**config.mk**
```make
export PLATFORM = sky130hd
export DESIGN_NAME = csr_port_sched
export DESIGN_NICKNAME = d
export VERILOG_FILES = /design/src/rtl/csr_port_sched.sv
export SDC_FILE = /design/constraint.sdc
export NUM_CORES = 1
export LEC_CHECK = 0
export BUFFER_PORTS_ARGS = -buffer_cell sky130_fd_sc_hd__buf_2
export CORE_MARGIN = 2
export CORE_UTILIZATION = 30
export DETAILED_ROUTE_END_ITERATION = 12
export GPL_ROUTABILITY_DRIVEN = 0
export PLACE_DENSITY = 0.51
export SYNTH_ARGS = -nofsm -noshare
export SYNTH_HDL_FRONTEND = slang
export SYNTH_SLANG_ARGS = --single-unit
export TNS_END_PERCENT = 30
```
**constraint.sdc**
```tcl
create_clock -name clk -period 2.8 [get_ports clk]
set_input_delay 0.14 -clock clk [delete_from_list [all_inputs] [get_ports clk]]
set_output_delay 0.14 -clock clk [all_outputs]
set_load 0.005 [all_outputs]
```
**src/rtl/csr_port_sched.sv**
```systemverilog
// csr_port_sched
// Phase sequencer and port-A scheduler for the three CSR matrix RAMs
// (value, column-index, row-pointer). One owner drives the RAM port-A
// address / write-enable / write-data lines. The port is shared between the
// matrix loader (writes), the sparse multiplier (reads) and a host readback
// path (reads). The run is sequenced IDLE -> LOAD -> COMPUTE -> FINISH.
//
// Ports
//   clk, reset            : single rising-edge clock, synchronous active-high reset
//   start                 : begin a run (honoured in IDLE and FINISH only)
//   phase                 : 0 IDLE, 1 LOAD, 2 COMPUTE, 3 FINISH
//   mul_start             : one-cycle pulse on entry to COMPUTE
//   mu_done               : multiplier finished (COMPUTE -> FINISH)
//   done                  : high while phase is FINISH
//   ld_*                  : loader write requester (req/last/sel/addr/wdata/gnt)
//   mu_*                  : multiplier read requester (req/sel/addr/gnt/rdata/rvalid)
//   hs_*                  : host read requester (req/sel/addr/gnt/rdata/rvalid)
//   addr_val/col/row, we_val/col/row, din : registered RAM port A
//   dout_val/col/row      : RAM port-A read data
//   err                   : one-cycle pulse after an accepted request is dropped
//
// sel encoding: 0 value, 1 column, 2 row, 3 reserved.
// Assumes ADDR_W > 10 and RD_LAT >= 1.

module csr_port_sched #(
    parameter int ADDR_W = 14,
    parameter int DATA_W = 32,
    parameter int RD_LAT = 2
) (
    input  logic              clk,
    input  logic              reset,
    input  logic              start,
    output logic [1:0]        phase,
    output logic              mul_start,
    input  logic              mu_done,
    output logic              done,

    input  logic              ld_req,
    input  logic              ld_last,
    input  logic [1:0]        ld_sel,
    input  logic [ADDR_W-1:0] ld_addr,
    input  logic [DATA_W-1:0] ld_wdata,
    output logic              ld_gnt,

    input  logic              mu_req,
    input  logic [1:0]        mu_sel,
    input  logic [ADDR_W-1:0] mu_addr,
    output logic              mu_gnt,
    output logic [DATA_W-1:0] mu_rdata,
    output logic              mu_rvalid,

    input  logic              hs_req,
    input  logic [1:0]        hs_sel,
    input  logic [ADDR_W-1:0] hs_addr,
    output logic              hs_gnt,
    output logic [DATA_W-1:0] hs_rdata,
    output logic              hs_rvalid,

    output logic [ADDR_W-1:0] addr_val,
    output logic [ADDR_W-1:0] addr_col,
    output logic [9:0]        addr_row,
    output logic              we_val,
    output logic              we_col,
    output logic              we_row,
    output logic [DATA_W-1:0] din,
    input  logic [DATA_W-1:0] dout_val,
    input  logic [DATA_W-1:0] dout_col,
    input  logic [DATA_W-1:0] dout_row,

    output logic              err
);

    localparam int ROW_W = 10;

    typedef enum logic [1:0] {
        PH_IDLE    = 2'd0,
        PH_LOAD    = 2'd1,
        PH_COMPUTE = 2'd2,
        PH_FINISH  = 2'd3
    } phase_t;

    typedef enum logic [1:0] {
        SEL_VAL  = 2'd0,
        SEL_COL  = 2'd1,
        SEL_ROW  = 2'd2,
        SEL_RSVD = 2'd3
    } sel_t;

    // Read-return tag: only reads are tagged, so the requester is mu (0) or hs (1).
    typedef struct packed {
        logic valid;
        logic hs;
        sel_t sel;
    } tag_t;

    phase_t              phase_q;
    logic                mu_prio;      // 1: multiplier wins the next COMPUTE tie
    logic                acc;
    logic                acc_wr;
    logic                acc_drop;
    sel_t                acc_sel;
    logic [ADDR_W-1:0]   acc_addr;
    tag_t                tag_in;
    tag_t                tag_q [RD_LAT+1];
    tag_t                tag_out;
    logic [DATA_W-1:0]   ret_data;

    assign phase = phase_q;

    // ------------------------------------------------------------------
    // Grant logic: combinational from current requests, phase and priority.
    // Held low during reset so nothing is accepted on the reset edge.
    // ------------------------------------------------------------------
    // NOTE: every always_comb output gets a default first so no path leaves
    // it unassigned, which would otherwise infer a latch.
    always_comb begin
        ld_gnt = 1'b0;
        mu_gnt = 1'b0;
        hs_gnt = 1'b0;
        if (!reset) begin
            case (phase_q)
                PH_LOAD:    ld_gnt = ld_req;
                PH_COMPUTE: begin
                    if (mu_req && (!hs_req || mu_prio)) mu_gnt = 1'b1;
                    else if (hs_req)                    hs_gnt = 1'b1;
                end
                default:    hs_gnt = hs_req;   // IDLE and FINISH: host only
            endcase
        end
    end

    // Mux the granted requester onto a single accepted-request view.
    always_comb begin
        acc_sel  = sel_t'(ld_sel);
        acc_addr = ld_addr;
        acc_wr   = 1'b0;
        if (ld_gnt) begin
            acc_wr = 1'b1;
        end else if (mu_gnt) begin
            acc_sel  = sel_t'(mu_sel);
            acc_addr = mu_addr;
        end else if (hs_gnt) begin
            acc_sel  = sel_t'(hs_sel);
            acc_addr = hs_addr;
        end
    end

    assign acc = ld_gnt | mu_gnt | hs_gnt;

    // Accepted but not issued: reserved select, or a row address beyond the
    // 10-bit row RAM.
    assign acc_drop = acc && ((acc_sel == SEL_RSVD) ||
                              ((acc_sel == SEL_ROW) && (|acc_addr[ADDR_W-1:ROW_W])));

    assign tag_in = '{valid: acc && !acc_drop && !acc_wr, hs: hs_gnt, sel: acc_sel};

    // ------------------------------------------------------------------
    // Phase FSM with registered mul_start / done, plus round-robin pointer.
    // ------------------------------------------------------------------
    // NOTE: sequential state uses non-blocking assignments so every flop
    // samples pre-edge values regardless of statement order.
    always_ff @(posedge clk) begin
        if (reset) begin
            phase_q   <= PH_IDLE;
            mul_start <= 1'b0;
            done      <= 1'b0;
            mu_prio   <= 1'b1;
        end else begin
            mul_start <= 1'b0;
            case (phase_q)
                PH_IDLE: begin
                    if (start) phase_q <= PH_LOAD;
                end
                PH_LOAD: begin
                    if (ld_gnt && ld_last) begin
                        phase_q   <= PH_COMPUTE;
                        mul_start <= 1'b1;
                    end
                end
                PH_COMPUTE: begin
                    if (mu_done) begin
                        phase_q <= PH_FINISH;
                        done    <= 1'b1;
                    end
                end
                PH_FINISH: begin
                    if (start) begin
                        phase_q <= PH_LOAD;
                        done    <= 1'b0;
                    end
                end
            endcase

            // Priority passes to the other reader after every reader grant.
            if (mu_gnt)      mu_prio <= 1'b0;
            else if (hs_gnt) mu_prio <= 1'b1;
        end
    end

    // ------------------------------------------------------------------
    // Issue: register the accepted request onto RAM port A. Only the
    // selected RAM's address moves; the others hold.
    // ------------------------------------------------------------------
    always_ff @(posedge clk) begin
        if (reset) begin
            addr_val <= '0;
            addr_col <= '0;
            addr_row <= '0;
            we_val   <= 1'b0;
            we_col   <= 1'b0;
            we_row   <= 1'b0;
            din      <= '0;
            err      <= 1'b0;
        end else begin
            we_val <= 1'b0;
            we_col <= 1'b0;
            we_row <= 1'b0;
            err    <= acc_drop;
            if (acc && !acc_drop) begin
                case (acc_sel)
                    SEL_VAL: begin
                        addr_val <= acc_addr;
                        we_val   <= acc_wr;
                    end
                    SEL_COL: begin
                        addr_col <= acc_addr;
                        we_col   <= acc_wr;
                    end
                    default: begin
                        addr_row <= acc_addr[ROW_W-1:0];
                        we_row   <= acc_wr;
                    end
                endcase
                if (acc_wr) din <= ld_wdata;
            end
        end
    end

    // ------------------------------------------------------------------
    // Read return: tag stage 0 is loaded on the accept edge; the last stage
    // lines up with RAM data, which is captured into the requester's rdata.
    // ------------------------------------------------------------------
    assign tag_out = tag_q[RD_LAT];

    always_comb begin
        case (tag_out.sel)
            SEL_VAL: ret_data = dout_val;
            SEL_COL: ret_data = dout_col;
            default: ret_data = dout_row;
        endcase
    end

    always_ff @(posedge clk) begin
        if (reset) begin
            // Flushing the tags guarantees no rvalid from reads in flight.
            for (int i = 0; i <= RD_LAT; i++) tag_q[i] <= '0;
            mu_rvalid <= 1'b0;
            hs_rvalid <= 1'b0;
            mu_rdata  <= '0;
            hs_rdata  <= '0;
        end else begin
            tag_q[0] <= tag_in;
            for (int i = 1; i <= RD_LAT; i++) tag_q[i] <= tag_q[i-1];
            mu_rvalid <= tag_out.valid && !tag_out.hs;
            hs_rvalid <= tag_out.valid &&  tag_out.hs;
            if (tag_out.valid) begin
                if (tag_out.hs) hs_rdata <= ret_data;
                else            mu_rdata <= ret_data;
            end
        end
    end

endmodule

```
# Yosys cells after proc, flatten, opt, wreduce, memory -nomap -nowiden

Memories as Yosys holds them, arrays and structs flattened.
Cells that the tools add are included.

Register bits: 145
Bits in writable memories: 12
Input bits: 184
Output and inout port bits: 147
Logic and storage cells: 106
Memories kept: 1

Equal/unequal tests: 11
Multiplexer cells: 33
Bitwise operators: 11
Reduce and logical (&&, ||, !) cells: 34

Memories:

| memory | words | bits a word | rd ports | clocked after Yosys merged registers in | write ports | line | RTL |
|---|---|---|---|---|---|---|---|
| tag_q  | 3     | 4           | 3        | 0                                       | 3           | 104  | `tag_t tag_q [RD_LAT+1];` |

Operator list:

| kind               | count |
|---|---|
| $pmux 32 s2        | 1 |
| $mux 14            | 3 |
| $mux 1             | 17 |
| $mux 2             | 6 |
| $mux 4             | 3 |
| $reduce_and 2->1   | 6 |
| $eq 2x2->1 const B | 4 |
| $logic_and 1x1->1  | 8 |
| $reduce_or 4->1    | 2 |
| $eq 2x1->1 const B | 3 |
| $logic_not 2->1    | 3 |
| $ne 2x2->1 const B | 3 |
| $not 1->1          | 6 |
| $pmux 2 s3         | 1 |
| $reduce_and 3->1   | 2 |
| $reduce_or 2->1    | 3 |
| $reduce_or 3->1    | 2 |
| $or 1x1->1         | 5 |
| $logic_not 1->1    | 4 |
| $pmux 1 s2         | 2 |
| $reduce_bool 2->1  | 2 |
| $logic_or 1x1->1   | 2 |
| $ne 2x1->1 const B | 1 |

# Longest topological paths before layout

Depth after elaboration: 17
Gate-level depth with buffers: 11
Depth with buffers taken out: 9

# Worst setup path after synthesis

Ideal clock, no wire load.

Kind: register -> register
Start point: register phase_q[0], in the netlist phase[0]
End point: register addr_row[5]
Setup time: 0.072 ns
Arrival time: 2.377 ns
Data required time: 2.728 ns
Path slack: 0.351 ns
Stages on the path, launching flop included: 11
Buffers on the path: 2
Clock period less this slack: 2.449 ns
Path through: dfxtp_1 > inv_1 > ha_1 > o21a_1 > o21a_1 > o221ai_1 > and3_1 > buf_4 > and3_1 > buf_6 > mux2i_1

Word-level cells in the longest chain between the ends: 13
Elaborated cells between the ends (all ways): 29
Classes of those cells: eq/ne: 5; mux: 12; bitwise: 3; reduce/logical: 9

Ends and longest elaborated chain:

| item                                                 | line | RTL |
|---|---|---|
| from (decl)                                          | 96   | `phase_t phase_q;` |
| from (signal assigned)                               | 164  | `phase_q <= PH_IDLE;` |
| from (signal assigned)                               | 172  | `if (start) phase_q <= PH_LOAD;` |
| from (signal assigned)                               | 176  | `phase_q <= PH_COMPUTE;` |
| $eq 2x2->1 / $eq 2x1->1 (equally long branches)      | 121  | `case (phase_q)` |
| $pmux 1 s2                                           | 121  |  |
| $mux 1                                               | 120  | `if (!reset) begin` |
| $mux 2 / $mux 14 (equally long branches)             | 142  | `end else if (hs_gnt) begin` |
| $mux 2 / $mux 14 (equally long branches)             | 139  | `end else if (mu_gnt) begin` |
| $mux 2 / $mux 14 (equally long branches)             | 137  | `if (ld_gnt) begin` |
| $eq 2x2->1 / $reduce_or 4->1 (equally long branches) | 153  | `((acc_sel == SEL_ROW) && (\|acc_addr[ADDR_W-1:ROW_W])));` |
| $logic_and 1x1->1                                    | 153  |  |
| $logic_or 1x1->1                                     | 152  | `assign acc_drop = acc && ((acc_sel == SEL_RSVD) \|\|` |
| $logic_and 1x1->1                                    | 152  |  |
| $logic_not 1->1                                      | 219  | `if (acc && !acc_drop) begin` |
| $logic_and 1x1->1                                    | 219  |  |
| $reduce_and 2->1 (no source line)                    | n/a  |  |
| to (signal assigned)                                 | 230  | `addr_row <= acc_addr[ROW_W-1:0];` |
| to (decl)                                            | 61   | `output logic [9:0] addr_row,` |

Parallel ways exist; a longest one is shown, timed or not.
A chain may end at the register's enable or synchronous reset.

# Worst setup path in the final report

Start point: register phase_q[1], in the netlist phase[1]
End point: register addr_row[1]

The elaborated chain is that of the path after synthesis.

==> results.json <==
{
  "reg2reg_to": "addr_row[1]",
  "fmax_mhz": 385.0,
  "synth_edf_count": 0,
  "antenna_left": 0,
  "dpl_worst_slack_ns": 0.1870,
  "grt_max_degree": 73,
  "grt_pass1_wl_mm": 40.43,
  "timing.hold.ws_ns": 0.02322,
  "met3_usage_pct": 6.338,
  "whs_endpoint": "din[21]",
  "synth-seq-cells": 157,
  "design.portCount": 331,
  "htreeDepth": 4,
  "cts_buffer_depth": 2,
  "setup_slack_ns": 0.2023,
  "dp_cells": 1560,
  "critPathSlowestCell": "or4_4",
  "vias": 7994,
  "clk_latency_ns": 0.43,
  "holdCritStartpoint": "ld_wdata[21]",
  "syn-num-nets": 1146,
  "fillers": 2612,
  "endpoint_kind": "flip-flop",
  "dpl.hpwl_mm": 19.12,
  "ys_dominant_reg_cell": "dfxtp_1",
  "routedWlPerCell_um": 16.41,
  "cap_viol_max_count": 0,
  "clock_skew_ns": 0.01349,
  "tightest_slew_ns": 0.7858,
  "yosys_warnings": 0,
  "crit_path_max_fanout": 10,
  "slew_headroom_pct": 47.62,
  "grt_setup_unrepaired": "false",
  "critical_path_class": "reg2reg",
  "use_met1_pct": 24.10,
  "vias_per_cell": 4.938,
  "crit_path_frequent_cell": "and3_1",
  "status": "finished, final reports clean",
  "top_usage_layer": "met2",
  "core.rowCount": 58,
  "postCtsSetupBuffers": 0,
  "path_depth": 10,
  "grt-ovfl-total": 0,
  "final_cells": 1619,
  "clkTransAtPathRegs_ns": 0.07,
  "layout_commonest_cell": "buf_2",
  "synth.distinct_cells": 44,
  "grt_use_total_pct": 19.09,
  "slowest_delay_ns": 0.55,
  "r2r_start": "phase[1]",
  "cp.arrival_ns": 2.95,
  "startpoint_type": "flip-flop",
  "yosysSeqAreaShare_pct": 40.81,
  "syn_inst": 959,
  "avgSynthCellArea_um2": 8.032,
  "grt_antenna_before_repair": 6,
  "grt_pass1_vias": 7430,
  "cts_sinks": 157,
  "crit_family": "simple AND/OR/NAND/NOR gates",
  "synth_area_um2": 7702,
  "drive_above_1_share_pct": 32.01,
  "finalNetCount": 1458,
  "fin_crit_ns": 2.598,
  "final_max_slew_viol_count": 0,
  "first_pass_iters": 5,
  "totalWireLength_mm": 26.56,
  "drc": 0,
  "syn_to_final_growth_pct": 37.07,
  "cts_buffers": 17,
  "placed_cell_area_um2": 9711,
  "critical_path_buf_inv_count": 3,
  "core-area_um2": 25180,
  "most-common-layout-cells": "buf_2, nor2_1, dfxtp_1, a21oi_1, mux2i_1",
  "io_buffer_count": 330,
  "synth_top_area_share_pct": 40.81,
  "tns_ns": 0,
  "die_x_um": 164.2,
  "yosysTopAreaCell": "dfxtp_1",
  "period_share_pct": 92.78,
  "synthTopCellsByArea": "dfxtp_1, nor2_1, a21oi_1, mux2i_1, a41oi_1",
  "cp_data_required_time_ns": 3.15,
  "ctsRootBufferMaster": "clkbuf_16",
  "power.density_nw_per_um2": 653.6,
  "regToRegSetupSlack_ns": 0.20,
  "start_util_pct": 30.59,
  "fin_area_um2": 10560,
  "r2r_cells": 10,
  "cts_tree": "yes",
  "min_path_type": "in2reg",
  "path_cells": "inv_1 > ha_1 > nand3b_4 > inv_2 > or4_4 > o221ai_2 > and3_1 > and3_1 > buf_4 > mux2i_1",
  "drt_iter0_markers": 410,
  "hold_viol_final": 0,
  "use_met2_pct": 30.87,
  "hold_depth": 3,
  "die_area_um2": 26970,
  "power.leakage_nw": 4.642,
  "die_y_um": 164.2,
  "ir_drop_uv": 343.0,
  "async_reset_ff_share_pct": 0,
  "setup_viol": 0
}
[synth_stat cells, types with 2 or more instances]
master,n
nor2_1,181
dfxtp_1,157
a21oi_1,134
clkbuf_1,60
mux2i_1,55
nor2b_1,41
nand2_1,40
a31oi_1,32
nor3b_1,32
o211ai_1,32
a41oi_1,31
nand2b_1,27
nand3b_1,17
o21ai_0,17
buf_1,15
buf_2,13
o22ai_1,11
a211o_1,10
inv_1,7
and2_1,4
o221ai_1,4
and3_1,3
ha_1,3
o21a_1,3
or2_2,3
or4_1,3
a211oi_1,2
buf_6,2
nand3_1,2
nand4_1,2
nor3_1,2
nor4_1,2
[timing repair]
item,in CTS,in global routing
gates resized for setup,0,1
hold buffers,22,0
setup endpoints to repair,0,2
endpoints found under the hold margin,26,0
[logic make-up (layout without fill, tap and decap cells)]
logic type | count (synthesis) | in the layout | synth area share, %
flops | 157 | 157 | 40.81
fa+ha+maj | 3 | 3 | 0.4874
buf+inv | 99 | 424 | 5.279
simple gates | 362 | 362 | 23.26
compound gates | 283 | 283 | 23.02
other cells | 0 | 5 | 0
mux | 55 | 55 | 7.148
[power breakdown]
part | switching, mW | total, mW | internal [mW] | leakage, nW
registers | 0.143 | 2.61 | 2.47 | 1.27
clock network | 1.05 | 2.43 | 1.38 | 0.295
logic | 1.07 | 1.86 | 0.790 | 3.07
total | 2.27 | 6.90 | 4.63 | 4.64
[final cells by class]
class	count	area, µm²	area share [%]
Sequential cell	157	3146	29.79
Timing Repair Buffer	384	2165	20.50
Clock buffer	18	439.2	4.160
Inverter	8	30.03	0.2844
Antenna cell	5	12.51	0.1185
Multi-Input combinational cell	703	4180	39.59
Tap cell	330	412.9	3.911
Clock inverter	14	172.7	1.635
[tightest hold or removal path: stages]
cell and delay (ns):
buf_2 0.09, a41oi_1 0.09, o211ai_1 0.09
[worst max path at each step]
stage / startpoint / to / slack [ns]
6_report: phase[1] / addr_row[1] / 0.20
5_1_grt: phase[1] / addr_row[2] / 0.02
4_1_cts: phase[1] / addr_row[8] / 0.18
3_5_place_dp: phase[1] / addr_row[3] / 0.19
3_3_place_gp: phase[0] / addr_row[1] / 0.23
2_1_floorplan: phase[0] / addr_row[5] / 0.35
[through the flow]
step / total power [mW] / util, %
floorplan: 3.704 / -
global placement: 4.490 / 38.56
detailed placement: 4.489 / 38.56
CTS: 6.995 / 41.87
global route: 7.305 / 41.92
finish: 6.901 / 41.93
[flip-flops by register name, indices dropped and copies added (netlist names)]
signal / cells
we_val: 1
mu_prio: 1
hs_rdata: 32
din: 32
mul_start: 1
tag_q: 12
addr_col: 14
err: 1
we_col: 1
addr_val: 14
hs_rvalid: 1
we_row: 1
mu_rdata: 32
phase: 2
addr_row: 10
mu_rvalid: 1
done: 1
[routing by layer]
metal	share of wire, %	wire [µm]	vias up
met5	0.041	11	-
li1	-	-	4034
met2	46	12240	318
met4	1.8	471	2
met1	42	11280	3612
met3	9.6	2558	28
Note: power is estimated with default switching activity, not from simulation.
